<file path="src/rtl/channel_sampler_pack.sv">
// rtl/channel_sampler_pack.sv - comparator synchroniser, sample packer and valid/ready word output
// Optional macro TRIG_EDGE_EN adds registered trig_pos/trig_neg edge pulses.
module channel_sampler_pack #(
    parameter int NUM_CH        = 1,
    parameter int SMPL_PER_WORD = 4,
    parameter int SYNC_STAGES   = 2
) (
    input  logic                              clk,
    input  logic                              rst_n,
    input  logic                              smpl_en,
    input  logic                              clr,
    input  logic [NUM_CH-1:0]                 ch_low,
    input  logic [NUM_CH-1:0]                 ch_high,
    output logic [NUM_CH-1:0]                 ch_low_sync,
    output logic [NUM_CH-1:0]                 ch_high_sync,
    output logic [NUM_CH*2*SMPL_PER_WORD-1:0] smpl,
    output logic                              smpl_vld,
    input  logic                              smpl_rdy,
    output logic                              ovfl
`ifdef TRIG_EDGE_EN
    ,
    output logic [NUM_CH-1:0]                 trig_pos,
    output logic [NUM_CH-1:0]                 trig_neg
`endif
);

    localparam int W  = 2 * SMPL_PER_WORD;
    localparam int PW = NUM_CH * W;
    localparam int CW = $clog2(SMPL_PER_WORD);

    logic [NUM_CH-1:0] r_low_sync  [SYNC_STAGES];
    logic [NUM_CH-1:0] r_high_sync [SYNC_STAGES];
    logic [PW-1:0]     r_pack;
    logic [PW-1:0]     r_smpl;
    logic [CW-1:0]     r_cnt;
    logic              r_vld;
    logic              r_ovfl;

    logic [PW-1:0]     w_pack_nxt;
    logic              w_last;

    always_ff @(posedge clk or negedge rst_n) begin
        if (!rst_n) begin
            for (int s = 0; s < SYNC_STAGES; s++) begin
                r_low_sync[s]  <= '0;
                r_high_sync[s] <= '0;
            end
        end else begin
            r_low_sync[0]  <= ch_low;
            r_high_sync[0] <= ch_high;
            for (int s = 1; s < SYNC_STAGES; s++) begin
                r_low_sync[s]  <= r_low_sync[s-1];
                r_high_sync[s] <= r_high_sync[s-1];
            end
        end
    end

    assign ch_low_sync  = r_low_sync[SYNC_STAGES-1];
    assign ch_high_sync = r_high_sync[SYNC_STAGES-1];

    // The completed word includes the pair written on this same edge.
    always_comb begin
        w_pack_nxt = r_pack;
        for (int c = 0; c < NUM_CH; c++) begin
            w_pack_nxt[c*W + 2*int'(r_cnt) +: 2] = {ch_high_sync[c], ch_low_sync[c]};
        end
    end

    assign w_last = smpl_en && (r_cnt == CW'(SMPL_PER_WORD - 1));

    always_ff @(posedge clk or negedge rst_n) begin
        if (!rst_n) begin
            r_pack <= '0;
            r_smpl <= '0;
            r_cnt  <= '0;
            r_vld  <= 1'b0;
            r_ovfl <= 1'b0;
        end else if (clr) begin
            r_pack <= '0;
            r_cnt  <= '0;
            r_vld  <= 1'b0;
            r_ovfl <= 1'b0;
        end else begin
            if (smpl_en) begin
                r_pack <= w_pack_nxt;
                r_cnt  <= w_last ? '0 : r_cnt + CW'(1);
            end
            if (w_last) begin
                if (!r_vld || smpl_rdy) begin
                    r_smpl <= w_pack_nxt;
                    r_vld  <= 1'b1;
                end else begin
                    r_ovfl <= 1'b1;
                end
            end else if (r_vld && smpl_rdy) begin
                r_vld <= 1'b0;
            end
        end
    end

    assign smpl     = r_smpl;
    assign smpl_vld = r_vld;
    assign ovfl     = r_ovfl;

`ifdef TRIG_EDGE_EN
    logic [NUM_CH-1:0] r_low_d;
    logic [NUM_CH-1:0] r_high_d;
    logic [NUM_CH-1:0] r_trig_pos;
    logic [NUM_CH-1:0] r_trig_neg;

    always_ff @(posedge clk or negedge rst_n) begin
        if (!rst_n) begin
            r_low_d    <= '0;
            r_high_d   <= '0;
            r_trig_pos <= '0;
            r_trig_neg <= '0;
        end else begin
            r_low_d    <= ch_low_sync;
            r_high_d   <= ch_high_sync;
            r_trig_pos <= ch_high_sync & ~r_high_d;
            r_trig_neg <= ~ch_low_sync & r_low_d;
        end
    end

    assign trig_pos = r_trig_pos;
    assign trig_neg = r_trig_neg;
`endif

endmodule

</file>
<file path="config.mk">
export PLATFORM = sky130hd
export DESIGN_NAME = channel_sampler_pack
export DESIGN_NICKNAME = d
export VERILOG_FILES = /design/src/rtl/channel_sampler_pack.sv
export SDC_FILE = /design/constraint.sdc
export NUM_CORES = 1
export LEC_CHECK = 0
export BUFFER_PORTS_ARGS = -buffer_cell sky130_fd_sc_hd__buf_2
export CORE_MARGIN = 2
export CORE_UTILIZATION = 50
export CTS_CLUSTER_SIZE = 8
export DETAILED_ROUTE_END_ITERATION = 10
export PLACE_DENSITY = 0.72
export SLEW_MARGIN = 10
export SYNTH_ARGS = -nofsm -noshare
export SYNTH_HDL_FRONTEND = slang
export SYNTH_SLANG_ARGS = --single-unit
</file>
<file path="constraint.sdc">
create_clock -name clk -period 5.02 [get_ports clk]
set_input_delay 0.753 -clock clk [delete_from_list [all_inputs] [get_ports clk]]
set_output_delay 0.753 -clock clk [all_outputs]
set_load 0.005 [all_outputs]
</file>
## Yosys cells after proc, flatten, opt, wreduce, memory -nomap -nowiden

Cells that the tools add are included.
W data, S select, Z words.

| word-level totals | value |
|---|---|
| register bits after elaboration | 24 |
| input port bits | 7 |
| output and inout port bits | 12 |
| logic and storage cells | 40 |

| cells by class | value |
|---|---|
| add/sub/neg operators | 2 |
| eq/ne operators | 3 |
| shift operators | 2 |
| mux-type cells | 13 |
| bitwise gates (word level) | 1 |
| reductions and logical operators | 10 |

Operators by type and width:

| operator | number |
|---|---|
| $neg A3 Y33 | 1 |
| $shift A2 B33 Y8 const A | 1 |
| $shiftx A2 B33 Y8 | 1 |
| $mux W8 | 2 |
| $bwmux W8 | 1 |
| $mux W1 | 7 |
| $mux W2 | 3 |
| $reduce_and A2 Y1 | 2 |
| $reduce_bool A2 Y1 | 2 |
| $ne A3 B2 Y1 const B | 1 |
| $reduce_and A3 Y1 | 1 |
| $reduce_bool A3 Y1 | 1 |
| $add A2 B1 Y2 const B | 1 |
| $eq A2 B2 Y1 const B | 1 |
| $logic_and A1 B1 Y1 | 2 |
| $ne A2 B2 Y1 const B | 1 |
| $logic_not A1 Y1 | 1 |
| $logic_or A1 B1 Y1 | 1 |
| $not A1 Y1 | 1 |

## Depth between registers and ports, before layout

| logic depth | value |
|---|---|
| word-level depth | 5 |
| mapped depth | 7 |
| gate-level depth less buffers | 5 |

## Least setup slack after synthesis

OpenSTA, ideal clock, no wires.

| timing path | value |
|---|---|
| path kind | register -> register |
| from | register r_cnt[0] |
| to | register r_smpl[1] (netlist: smpl[1]) |
| setup time | 125 ps |
| data arrival time | 1646 ps |
| data required time | 4895 ps |
| slack | 3249 ps |
| stages on the path, launching flop included | 8 |
| buffers on the path | 2 |
| period minus slack after synthesis | 1771 ps |
| cells stage by stage | dfrtp_1 buf_2 inv_1 ha_1 clkbuf_2 nor4bb_1 mux2_2 mux2_2 |

| on the way | value |
|---|---|
| word-level cells in the longest chain between the ends | 3 |
| elaborated cells between the ends (all ways) | 7 |
| those cells by class | add/sub (1); eq/ne (1); shift (2); mux (1); reduce/logical (2) |

Ends and longest elaborated chain:

| what | RTL line | source |
|---|---|---|
| from (decl) | 35 | `logic [CW-1:0] r_cnt;` |
| from (signal assigned) | 86 | `r_cnt <= w_last ? '0 : r_cnt + CW'(1);` |
| $neg A3 Y33 / $eq A2 B2 Y1 (equally long branches) | 65, 69 |  |
| $shiftx A2 B33 Y8, or another cell as far along | 65 | `w_pack_nxt[c*W + 2*int'(r_cnt) +: 2] = {ch_high_sync[c], ch_low_sync[c]};` |
| $bwmux W8 / $reduce_and A3 Y1 (equally long branches) | n/a |  |
| to (signal assigned) | 90 | `r_smpl <= w_pack_nxt;` |
| to (decl) | 34 | `logic [PW-1:0] r_smpl;` |

Parallel ways exist; a longest one is shown, timed or not.
A chain may end at the register's enable or synchronous reset.

## Worst setup path after layout

| timing path | value |
|---|---|
| from | register r_cnt[0] |
| to | register r_smpl[0] (netlist: smpl[0]) |

Same word-level chain as after synthesis.

==> results_dict.tcl <==
set metrics [dict create \
    die_h_um 50.6 \
    skew_ns 0.00465 \
    synth_nets 113 \
    tritoncts "yes" \
    grt_antenna_before_repair 0 \
    grt_max_degree 23 \
    rsz0062_at_grt "false" \
    synth.distinct_cells 28 \
    ys.flop_type "dfrtp_1" \
    detail-route-antenna-nets 0 \
    numPortBuffers 18 \
    hp-class "register to register" \
    drt_wl_total_mm 1.95 \
    cap_violations 0 \
    viasPerCell 5.45 \
    grt_pass1_vias 701 \
    met2_length_um 895 \
    drive_above_1_share_pct 27.4 \
    max_slew_margin_pct 68.4 \
    cts_made_buffers 3 \
    area_growth_pct 12.0 \
    die-area_um2 2560 \
    core_um2 2000 \
    finalCritPeriodShare_pct 40.3 \
    stdcell_area_um2 1220 \
    fmax_mhz 495 \
    fin_tns_setup_ns 0 \
    io_pins 19 \
    yosysTopAreaCell "dfrtp_1" \
    yosys_warnings 0 \
    cts-root-buf "clkbuf_4" \
    drtIter0Drc 21 \
    power_density_nw_per_um2 287 \
    clk_latency_ns 0.31 \
    dr.pass1.iters 5 \
    async_flop_share_pct 100 \
    postCtsHoldBufs 0 \
    cts_max_level 1 \
    dpl.hpwl_mm 1.39 \
    crit_type "register to register" \
    fillCellCount 176 \
    worst_slew_pin_slew_ns 0.473 \
    vias 785 \
    dpl_cell_area_um2 1180 \
    post_drt_wl_per_cell_um 13.5 \
    grt_usage_pct 17.5 \
    power_mw 0.350 \
    critical_path_required_ns 5.22 \
    cp-end-kind "register" \
    gp_congestion 0.916 \
    maxSlewViolCount 0 \
    n_antenna_cell 0 \
    met1_length_um 921 \
    cts_max_path_buffers 2 \
    synth_area_um2 1090 \
    synthTopCellsByArea "dfrtp_1 (51%), mux2_2 (7.2%), ha_1 (5.8%)" \
    die_w_um 50.6 \
    critPathLaunchType "register" \
    top_layer "met4" \
    synth-seq-cells 22 \
    synth_top_area_share_pct 50.6 \
    initial_core_util_pct 54.3 \
    wl_met3_um 84 \
    ir_worst_vdd_v 0.000228 \
    fin_nets 130 \
    postSynthCellCount 101 \
    fin_crit_ns 2.02 \
    cts_setup_buffers 0 \
    dp_cells 140 \
    stdcell_count 144 \
    p_leak_nw 0.592 \
    arrival_ns 2.23 \
    grt_remaining_overflow 0 \
    cts.sinks 22 \
    syn_area_per_cell_um2 10.8 \
    cts.repair.resized 0 \
    status "complete, no violations" \
    finalHoldViolCount 0 \
    ys_seq_area_share_pct 50.6 \
    clk_pin_slew_worst_paths_ns 0.11 \
    worstPathMaxFanout 13 \
    drcViolationCount 0 \
    synthTopCellsByCount "dfrtp_1 (22), nand2_1 (9), a21oi_1 (8)" \
    num_rows 16 \
    synth_edf_count 0 \
    grt_pass1_wl_mm 3.29 \
    finalSetupViolations 0 \
    synth.most_common_cell "dfrtp_1" \
]
worst paths after layout:
kind                                     startpoint                      to  slack, ns  cells past startpoint
setup / recovery               r_cnt[0]$_DFFE_PN0P_     smpl[0]$_DFFE_PN0P_       3.00                      5
hold / removal             r_high_sync[1]$_DFF_PN0_  ch_high_sync$_DFF_PN0_       0.37                      0
setup reg to reg               r_cnt[0]$_DFFE_PN0P_     smpl[0]$_DFFE_PN0P_       3.00                      5
hold reg to reg            r_high_sync[1]$_DFF_PN0_  ch_high_sync$_DFF_PN0_       0.37                      0
max in group asynchronous                     rst_n   r_pack[1]$_DFFE_PN0P_       4.32                      1
min in group asynchronous                     rst_n   r_pack[2]$_DFFE_PN0P_       0.38                      1
per-stage QoR:
step | setup slack (ns) | util [%] | hold slack [ns]
4_1_cts | 3.02 | 60.8 | 0.376
6_report | 3.00 | 60.8 | 0.371
3_5_place_dp | 3.02 | 59.0 | 0.337
5_1_grt | 2.83 | 60.8 | 0.381
2_1_floorplan | 3.25 | - | 0.331
3_3_place_gp | 3.07 | 59.0 | 0.339
routing by layer:
metal / vias up / track usage, %
li1: 385 / -
met1: 374 / 23.3
met2: 20 / 25.7
met3: 6 / 5.65
met4: 0 / 8.11
met5: - / 0
power breakdown:
| group | internal, mW | total (mW) | switching [mW] | leakage, nW |
|---|---|---|---|---|
| clock network | 0.0443 | 0.0968 | 0.0525 | 0.0210 |
| logic | 0.0244 | 0.0551 | 0.0307 | 0.283 |
| registers | 0.189 | 0.198 | 0.00895 | 0.288 |
area by class of cell:
class / count / area [µm²] / area share (%)
Sequential cell: 22 / 551 / 45.2
Multi-Input combinational cell: 68 / 488 / 40.1
Timing Repair Buffer: 18 / 90.1 / 7.40
Clock buffer: 4 / 36.3 / 2.98
Tap cell: 27 / 33.8 / 2.77
Inverter: 5 / 18.8 / 1.54
cell usage in the layout, fill, tap and decap left out, types with 2 or more instances in the layout:
master / instances
dfrtp_1: 22
buf_2: 18
nand2_1: 9
a21oi_1: 8
mux2_2: 7
nor2b_1: 6
inv_1: 5
nor2_1: 5
ha_1: 5
nand3_1: 4
nand4_1: 3
a31oi_1: 3
mux2i_1: 3
clkbuf_4: 3
nor4bb_1: 2
and2_1: 2
and3_1: 2
state kept, by name, summed over array words and instances, names as in the netlist:
signal	flops
ch_high_sync	1
ch_low_sync	1
ovfl	1
r_cnt	2
r_high_sync	1
r_low_sync	1
r_pack	6
smpl	8
smpl_vld	1
critical path: stages (launching register included):
cell and delay, ns:
dfrtp_1 0.59, inv_1 0.18, ha_1 0.49, nor4bb_1 0.11
mux2_2 0.29, mux2_2 0.26
cells by family after synthesis:
family	after synthesis	share of synthesized area [%]
buffers and inverters	11	4.49
muxes	10	10.0
AOI/OAI and AO/OA	14	7.94
and+or+nand+nor	39	21.2
DFF	22	50.6
adders and majority gates	5	5.75
No activity file was read; power rests on OpenSTA's default activity.
